## config.mk

```make
export PLATFORM = sky130hd
export DESIGN_NAME = instruction_fetch_unit
export DESIGN_NICKNAME = d
export VERILOG_FILES = /design/src/rtl/instruction_fetch_unit.sv
export SDC_FILE = /design/constraint.sdc
export NUM_CORES = 1
export LEC_CHECK = 0
export ABC_AREA = 0
export ABC_CLOCK_PERIOD_IN_PS = 2000
export BUFFER_PORTS_ARGS = -buffer_cell sky130_fd_sc_hd__buf_2
export CAP_MARGIN = 25
export CORE_MARGIN = 2
export CORE_UTILIZATION = 33
export DETAILED_ROUTE_END_ITERATION = 16
export PLACE_DENSITY_LB_ADDON = 0.25
export SYNTH_ARGS = -nofsm -noshare
export SYNTH_HDL_FRONTEND = slang
export SYNTH_SLANG_ARGS = --single-unit
```

## constraint.sdc

```tcl
create_clock -name clk_i -period 2 [get_ports clk_i]
set_input_delay 0.3 -clock clk_i [delete_from_list [all_inputs] [get_ports clk_i]]
set_output_delay 0.3 -clock clk_i [all_outputs]
set_load 0.02 [all_outputs]
```

## src/rtl/instruction_fetch_unit.sv

```systemverilog
// -----------------------------------------------------------------------------
// instruction_fetch_unit
//   Fetch sequencer in front of a 16-bit instruction register that is loaded
//   one byte at a time (8-bit data, LH byte select, Write strobe). On each
//   request it reads PC (low byte) and PC+1 (high byte) from a byte-wide
//   memory and presents every byte to the IR with a one-cycle write pulse.
//   It owns the program counter, accepts branch loads and flags timeouts.
//
// Handshake: the memory side is a request/valid pair. mem_read_o is held
//   high with a stable mem_address_o until the fetch unit samples
//   mem_valid_i=1 on a rising edge. That edge consumes mem_data_i. The
//   fetch unit ignores mem_valid_i whenever mem_read_o is low.
//
// Ports
//   clk_i, rst_ni        clock (rising edge), asynchronous active-low reset
//   fetch_req_i          request the next instruction (sampled in IDLE)
//   pc_load_i            load PC from pc_load_value_i (IDLE / ERR only)
//   pc_load_value_i      branch target
//   mem_address_o        byte address (= PC)
//   mem_read_o           read strobe, high while waiting for a byte
//   mem_data_i           read data
//   mem_valid_i          read data valid
//   ir_data_o            byte driven to the IR
//   ir_lh_o              0 = low byte, 1 = high byte
//   ir_write_o           one-cycle IR write pulse per byte
//   fetch_done_o         one-cycle pulse: IR holds the complete new word
//   busy_o               high while a fetch is in progress
//   fetch_error_o        sticky memory-timeout flag
//   pc_o                 current PC
//   state_o              FSM state, for debug and checkers
// -----------------------------------------------------------------------------
module instruction_fetch_unit #(
  parameter int ADDR_W         = 16,
  parameter int RESET_PC       = 0,
  parameter int TIMEOUT_CYCLES = 15
) (
  input  logic              clk_i,
  input  logic              rst_ni,
  input  logic              fetch_req_i,
  input  logic              pc_load_i,
  input  logic [ADDR_W-1:0] pc_load_value_i,
  output logic [ADDR_W-1:0] mem_address_o,
  output logic              mem_read_o,
  input  logic [7:0]        mem_data_i,
  input  logic              mem_valid_i,
  output logic [7:0]        ir_data_o,
  output logic              ir_lh_o,
  output logic              ir_write_o,
  output logic              fetch_done_o,
  output logic              busy_o,
  output logic              fetch_error_o,
  output logic [ADDR_W-1:0] pc_o,
  output logic [2:0]        state_o
);

  typedef enum logic [2:0] {
    S_IDLE   = 3'd0,
    S_REQ_LO = 3'd1,
    S_REQ_HI = 3'd2,
    S_DONE   = 3'd3,
    S_ERR    = 3'd4
  } state_e;

  // Counter only has to reach TIMEOUT_CYCLES-1; a zero timeout disables it.
  localparam int CNT_W = (TIMEOUT_CYCLES > 1) ? $clog2(TIMEOUT_CYCLES) : 1;
  localparam bit TIMEOUT_EN = (TIMEOUT_CYCLES != 0);
  localparam logic [CNT_W-1:0] WAIT_LAST =
    CNT_W'((TIMEOUT_CYCLES == 0) ? 0 : TIMEOUT_CYCLES - 1);

  state_e            state_q, state_d;
  logic [ADDR_W-1:0] pc_q, pc_d;
  logic [CNT_W-1:0]  wait_q, wait_d;
  logic [7:0]        ir_data_q, ir_data_d;
  logic              ir_lh_q, ir_lh_d;
  logic              ir_write_q, ir_write_d;
  logic              done_q, done_d;
  logic              err_q, err_d;

  always_ff @(posedge clk_i or negedge rst_ni) begin
    if (!rst_ni) begin
      state_q    <= S_IDLE;
      pc_q       <= ADDR_W'(RESET_PC);
      wait_q     <= '0;
      ir_data_q  <= '0;
      ir_lh_q    <= 1'b0;
      ir_write_q <= 1'b0;
      done_q     <= 1'b0;
      err_q      <= 1'b0;
    end else begin
      state_q    <= state_d;
      pc_q       <= pc_d;
      wait_q     <= wait_d;
      ir_data_q  <= ir_data_d;
      ir_lh_q    <= ir_lh_d;
      ir_write_q <= ir_write_d;
      done_q     <= done_d;
      err_q      <= err_d;
    end
  end

  always_comb begin
    state_d    = state_q;
    pc_d       = pc_q;
    wait_d     = wait_q;
    ir_data_d  = ir_data_q;
    ir_lh_d    = ir_lh_q;
    ir_write_d = 1'b0;
    done_d     = 1'b0;
    err_d      = err_q;

    unique case (state_q)
      S_IDLE: begin
        // A load and a request in the same cycle fetch from the new target.
        if (pc_load_i) pc_d = pc_load_value_i;
        if (fetch_req_i) begin
          state_d = S_REQ_LO;
          wait_d  = '0;
        end
      end

      S_REQ_LO, S_REQ_HI: begin
        if (mem_valid_i) begin
          ir_data_d  = mem_data_i;
          ir_lh_d    = (state_q == S_REQ_HI);
          ir_write_d = 1'b1;
          pc_d       = pc_q + ADDR_W'(1);
          wait_d     = '0;
          state_d    = (state_q == S_REQ_HI) ? S_DONE : S_REQ_HI;
        end else if (TIMEOUT_EN && (wait_q == WAIT_LAST)) begin
          // PC is left pointing at the byte that never arrived.
          err_d   = 1'b1;
          wait_d  = '0;
          state_d = S_ERR;
        end else begin
          wait_d = wait_q + CNT_W'(1);
        end
      end

      S_DONE: begin
        // The high-byte write is on the IR this cycle; the word is complete
        // once this edge passes, so FetchDone lands in the next IDLE cycle.
        done_d  = 1'b1;
        state_d = S_IDLE;
      end

      S_ERR: begin
        if (pc_load_i) begin
          pc_d    = pc_load_value_i;
          err_d   = 1'b0;
          state_d = S_IDLE;
        end
      end

      default: state_d = S_IDLE;
    endcase
  end

  assign mem_address_o = pc_q;
  assign mem_read_o    = (state_q == S_REQ_LO) || (state_q == S_REQ_HI);
  assign busy_o        = mem_read_o || (state_q == S_DONE);
  assign ir_data_o     = ir_data_q;
  assign ir_lh_o       = ir_lh_q;
  assign ir_write_o    = ir_write_q;
  assign fetch_done_o  = done_q;
  assign fetch_error_o = err_q;
  assign pc_o          = pc_q;
  assign state_o       = state_q;

endmodule

```

* After elaboration in Yosys (flattened, before gate mapping) *
Index checks and enable logic that the tools add are counted.

operators by class
  add/subtract/negate cells = 2
  eq/ne operators = 12
  muxes and demuxes = 20
  reduce and logical (&&, ||, !) cells = 13

operators by type and width
  kind                                                    number
  two-way mux 16 bit                                      2
  case mux 16 bit (2 select lines)                        1
  adder 16 x 1 -> 16 bit (second input constant)          1
  two-way mux 3 bit                                       4
  two-way mux 4 bit                                       3
  inequality test 2 bit (second input constant)           5
  case mux 3 bit (3 select lines)                         1
  case mux 4 bit (2 select lines)                         1
  two-way mux 1 bit                                       7
  == test 3 x 2 -> 1 bit (second input constant)          2
  AND reduction 3 bit                                     2
  nonzero test 2 bit                                      3
  adder 4 x 1 -> 4 bit (second input constant)            1
  == test 4 bit (second input constant)                   1
  AND reduction 2 bit                                     2
  AND reduction 4 bit                                     1
  OR reduction 2 bit                                      2
  == test 3 x 1 -> 1 bit (second input constant)          1
  == test 3 bit (second input constant)                   1
  logical NOT 3 bit                                       1
  inequality test 3 bit (second input constant)           1
  logical OR 1 bit                                        2
  inequality test 2 x 1 -> 1 bit (second input constant)  1
  case mux 1 bit (2 select lines)                         1

word-level totals
  flip-flop bits (word level) = 35
  bits of input ports = 29
  output and inout port bits = 49
  word-level logic and storage cells = 55

* Longest topological paths before layout *
  depth in word-level cells = 4
  mapped depth = 7
  depth with buffers taken out = 5

* Least setup slack after synthesis *
No wires, ideal clock.

  kind = register to register
  start point = register pc_q[4] (netlist: mem_address_o[4])
  end point = register pc_q[13] (netlist: mem_address_o[13])
  setup time = 0.065 ns
  data arrival time = 1.610 ns
  required time = 1.935 ns
  path slack = 0.325 ns
  cell stages (with the launch flop) = 6
  buffers on the path = 1
  period minus slack after synthesis = 1.675 ns
  cell sequence = dfrtp_1 > buf_6 > nand4_4 > or4_4 > a21oi_2 > o221a_2

on the way
  longest elaborated chain between the ends = 3

RTL lines
  element                           RTL line  RTL
  from (decl)                       71        logic [ADDR_W-1:0] pc_q, pc_d;
  from (signal assigned)            82        pc_q <= ADDR_W'(RESET_PC);
  from (signal assigned)            91        pc_q <= pc_d;
  adder 16 x 1 -> 16 bit            126       pc_d = pc_q + ADDR_W'(1);
  two-way mux 16 bit                122       if (mem_valid_i) begin
  case mux 16 bit (2 select lines)  111       unique case (state_q)

No other way between the ends. The select of a mux whose other input is x is not followed.
A chain may end at the register's enable or synchronous reset.

* Final worst setup path *
  start point = register state_q[1] (netlist: state_o[1])
  end point = output mem_read_o

on the way
  longest elaborated chain between the ends = 2
  elaborated cells between the ends (all ways) = 3
  classes of those cells = eq/ne: 2; reduce/logical: 1

RTL lines
  element                                                           RTL line  RTL
  from (decl)                                                       70        state_e state_q, state_d;
  from (signal assigned)                                            90        state_q <= state_d;
  == test 3 x 1 -> 1 bit or == test 3 x 2 -> 1 bit (tied branches)  159       assign mem_read_o = (state_q == S_REQ_LO) || (state_q == S_REQ_HI);
  logical OR 1 bit (*)                                              159
  to (decl)                                                         43        output logic mem_read_o,

Mark *: on every way between the ends. The rest lies on a longest branch, timed or not.

==> Flow_metrics.wiki <==
{| class="wikitable"
! Metric !! Value
|-
| Total power after layout || 0.004779 W
|-
| Transition time of the tightest slew-check pin || 455.3 ps
|-
| Total negative setup slack || 0 ps
|-
| Weighted congestion reported at the end of routability-driven placement || 0.7595
|-
| Number of port buffers || 77
|-
| Worst Hold Class || primary input to flip-flop
|-
| Starting utilization of the core area || 34.50%
|-
| Number of nets in the layout || 318
|-
| Max-capacitance violation count || 0
|-
| Synthesized area divided by synthesized cell count || 9.482 um2
|-
| Die Height || 83.14 um
|-
| Cell with the biggest individual delay on the critical path || sky130_fd_sc_hd__dfrtp_1
|-
| Largest stage delay, worst path || 520 ps
|-
| CTS Buffer Depth || 2
|-
| Fraction of the cycle the final worst path needs || 89.53%
|-
| Global-route wire length before repair || 8694 um
|-
| Share of flip-flops with an asynchronous set or reset || 100.0%
|-
| Length of the first detailed-routing pass in iterations || 5
|-
| Min Tclk post-route || 1791 ps
|-
| Final Setup Violations || 0
|-
| Post-CTS setup buffers || 0
|-
| CORE AREA || 5991 um2
|-
| WS Path Type || flip-flop to primary output
|-
| Number of placed I/O pins || 78
|-
| Area growth syn-to-layout || 22.76%
|-
| Finished Cell Area || 2537 um2
|-
| Source of the worst hold timing path || pc_load_i
|-
| Worst Reg2Reg Path Length in Cells || 5
|-
| Area post-placement || 2410 um2
|-
| Final Max Slew Viols || 0
|-
| Source of the critical timing path || state_o[1]$_DFFE_PN0P_
|-
| FMAX || 0.5584 GHz
|-
| Data arrival time of the worst path || 1490 ps
|-
| Netlist area before placement || 2067 um2
|-
| RSZ-0062 raised after global routing || no
|-
| DRT Wirelength || 5116 um
|-
| Reg clk slew, reported paths || 70 ps
|-
| Static Leak || 1.178 nW
|-
| Count of state elements after synthesis || 35
|-
| Max transition margin || 69.65%
|-
| DPL Wire Length || 3782 um
|-
| Areal power density over the cells || 1883 nW/um2
|-
| Instance count of the mapped netlist || 218
|-
| Count of standard-cell rows || 28
|-
| Vias per cell || 5.182
|-
| Antenna fix cells || 0
|-
| Clock latency on the worst-skew pair || 290 ps
|-
| Cell count of the worst hold path || 2
|-
| Outcome || finished, final reports clean
|-
| Layout fillers || 610
|-
| Net count after synthesis || 250
|-
| Resize count post-CTS || 0
|-
| Number of DRC markers in iteration 0 || 86
|-
| Worst vdd rail ir drop || 0.7627 mV
|-
| Worst setup SP type || flip-flop
|-
| WP data required || 1700 ps
|-
| CTS tree || yes
|-
| Number of clock buffers inserted by TritonCTS || 5
|-
| Maximum number of pins on one net before global-route repair || 21
|-
| Die area || 6912 um2
|-
| DR vias || 1,876
|-
| Number of hold violations in the final report || 0
|-
| Initial antenna violation count || 0
|-
| CTS H-tree lvls || 2
|-
| Share of synthesized area occupied by flip-flops and latches || 42.37%
|-
| Global Route Usage Sum || 15.35%
|-
| Yosys warning count || 0
|-
| Routed wirelength normalized by instance count || 14.13 um
|-
| Nature of the critical path endpoint || primary output
|-
| Setup skew after layout || 7.535 ps
|-
| Count of distinct cell types in the synthesized netlist || 50
|-
| Ys flop type || sky130_fd_sc_hd__dfrtp_1
|-
| Buffer type at the clock tree root || sky130_fd_sc_hd__clkbuf_8
|-
| CTS sink count || 35
|-
| Remaining global-route overflow || 0
|-
| Remaining routing DRC violations || 0
|-
| Share of layout cells above drive strength 1 || 39.72%
|-
| Horizontal die dimension || 83.14 um
|-
| Launch point of the worst reg-to-reg path || state_o[1]$_DFFE_PN0P_
|-
| Sequence of cells on the critical path || xnor2_1, nor2_1, buf_2
|-
| Count of flip-flops with a built-in enable after synthesis || 0
|-
| Vias in the first global route || 1,759
|-
| Post-DRT Antenna Nets || 0
|-
| Maximum fanout encountered on the critical timing path || 12
|}
## power by group
group	switching [W]	internal [W]	total (W)	leakage, nW
sequential	0.000417	0.00102	0.00144	0.419
clock	0.000272	0.000404	0.000676	0.0612
combinational	0.00163	0.00103	0.00266	0.698
total	0.00232	0.00246	0.00478	1.18
## per-layer routing
layer  GRT usage [%]  vias up  wire (um)
met3           4.970        6        403
li1                -      911          -
met5               0        -          0
met1           19.96      888       2322
met2           24.63       71       2340
met4           4.024        0         50
## synth_stat cells, drive strengths merged (2+ instances only)
master	number	share of area (%)
a21o	2	0.73
a21oi	19	4.8
a2bb2oi	3	1.3
a311oi	3	1.3
a31oi	3	0.91
and4	3	1.3
buf	22	8.1
clkbuf	6	2.5
dfrtp	35	42
ha	3	1.8
inv	3	0.54
mux2	8	4.4
nand2	17	3.1
nand2b	6	1.8
nand3	7	1.7
nand4	10	3.8
nor2	20	3.8
nor3	2	0.48
nor4	2	0.61
o21ai	16	3.9
o22ai	7	2.1
o31ai	2	0.73
or2	2	0.61
## cells in the final DEF (no fill, tap or decap), drive strengths merged, types with 2 or more instances in the layout
| master | instances |
|---|---|
| buf | 88 |
| a311oi | 3 |
| and4 | 3 |
| nor2 | 20 |
| nand3 | 7 |
| o22ai | 7 |
| nor4 | 2 |
| ha | 3 |
| a2bb2oi | 3 |
| o31ai | 2 |
| a21oi | 19 |
| mux2 | 8 |
| o21ai | 16 |
| a21o | 2 |
| or2 | 2 |
| nand2b | 6 |
| nand4 | 10 |
| a31oi | 3 |
| nand2 | 17 |
| dfrtp | 35 |
| inv | 3 |
| nor3 | 2 |
| clkbuf | 6 |
## logic make-up (layout without fill, tap and decap cells)
| group | after synthesis | count (layout) | share of synthesized area, % |
|---|---|---|---|
| multiplexers | 9 | 9 | 4.843 |
| adder cells (fa/ha/maj) | 3 | 3 | 1.816 |
| buffers and inverters | 31 | 100 | 11.14 |
| AND/OR/NAND/NOR | 76 | 76 | 19.92 |
| AO/OA/AOI/OAI | 62 | 62 | 19.07 |
| XOR/XNOR | 2 | 2 | 0.8476 |
| flip-flops | 35 | 35 | 42.37 |
## worst max-delay path, delay by kind of cell, from the launching register on
kind,cells,cell delay [ps]
xor gates and xnor gates,1,440
buffers and inverters,1,170
DFF,1,520
and+or+nand+nor,1,70
## final cells by class
| type | instances | area (um2) | share of cell area [%] |
|---|---|---|---|
| Multi-Input combinational cell | 152 | 960.9 | 37.87 |
| Sequential cell | 35 | 875.8 | 34.52 |
| Timing Repair Buffer | 89 | 478.0 | 18.84 |
| Tap cell | 75 | 93.84 | 3.698 |
| Clock buffer | 6 | 82.58 | 3.254 |
| Clock inverter | 2 | 35.03 | 1.381 |
| Inverter | 3 | 11.26 | 0.4438 |
## path summary, 6_finish.rpt
check                                                     end  slack (ps)
worst max-delay path                               mem_read_o         210
worst min-delay path                   state_o[2]$_DFFE_PN0P_         230
worst max register to register  mem_address_o[12]$_DFFE_PN0P_         280
worst min register to register       ir_data_o[6]$_DFFE_PN0P_         500
max in group asynchronous        mem_address_o[8]$_DFFE_PN0P_        1000
min in group asynchronous               wait_q[1]$_DFFE_PN0P_         480
## metrics by stage
stage / util, % / hold WS (ps) / setup WS (ps) / std cells
floorplan: - / 4.409 / 324.7 / 218
global route: 42.36 / 226.6 / 106.7 / 362
global placement: 40.23 / 277.2 / 326.0 / 353
detailed placement: 40.23 / 281.9 / 299.4 / 353
CTS: 42.36 / 224.2 / 184.6 / 362
finish: 42.36 / 226.9 / 209.3 / 362
## flip-flops by register name (all words and copies together) (netlist names)
name           count
ir_lh_o            1
fetch_done_o       1
fetch_error_o      1
ir_write_o         1
ir_data_o          8
mem_address_o     16
state_o            3
wait_q             4
## repair_timing
| item | 4_1_cts | 5_1_grt |
|---|---|---|
| hold buffers | 1 | 0 |
| endpoints found under the hold margin | 17 | 0 |
| endpoints found under the setup margin | 0 | 0 |
Power figures use the tool's default switching activity.
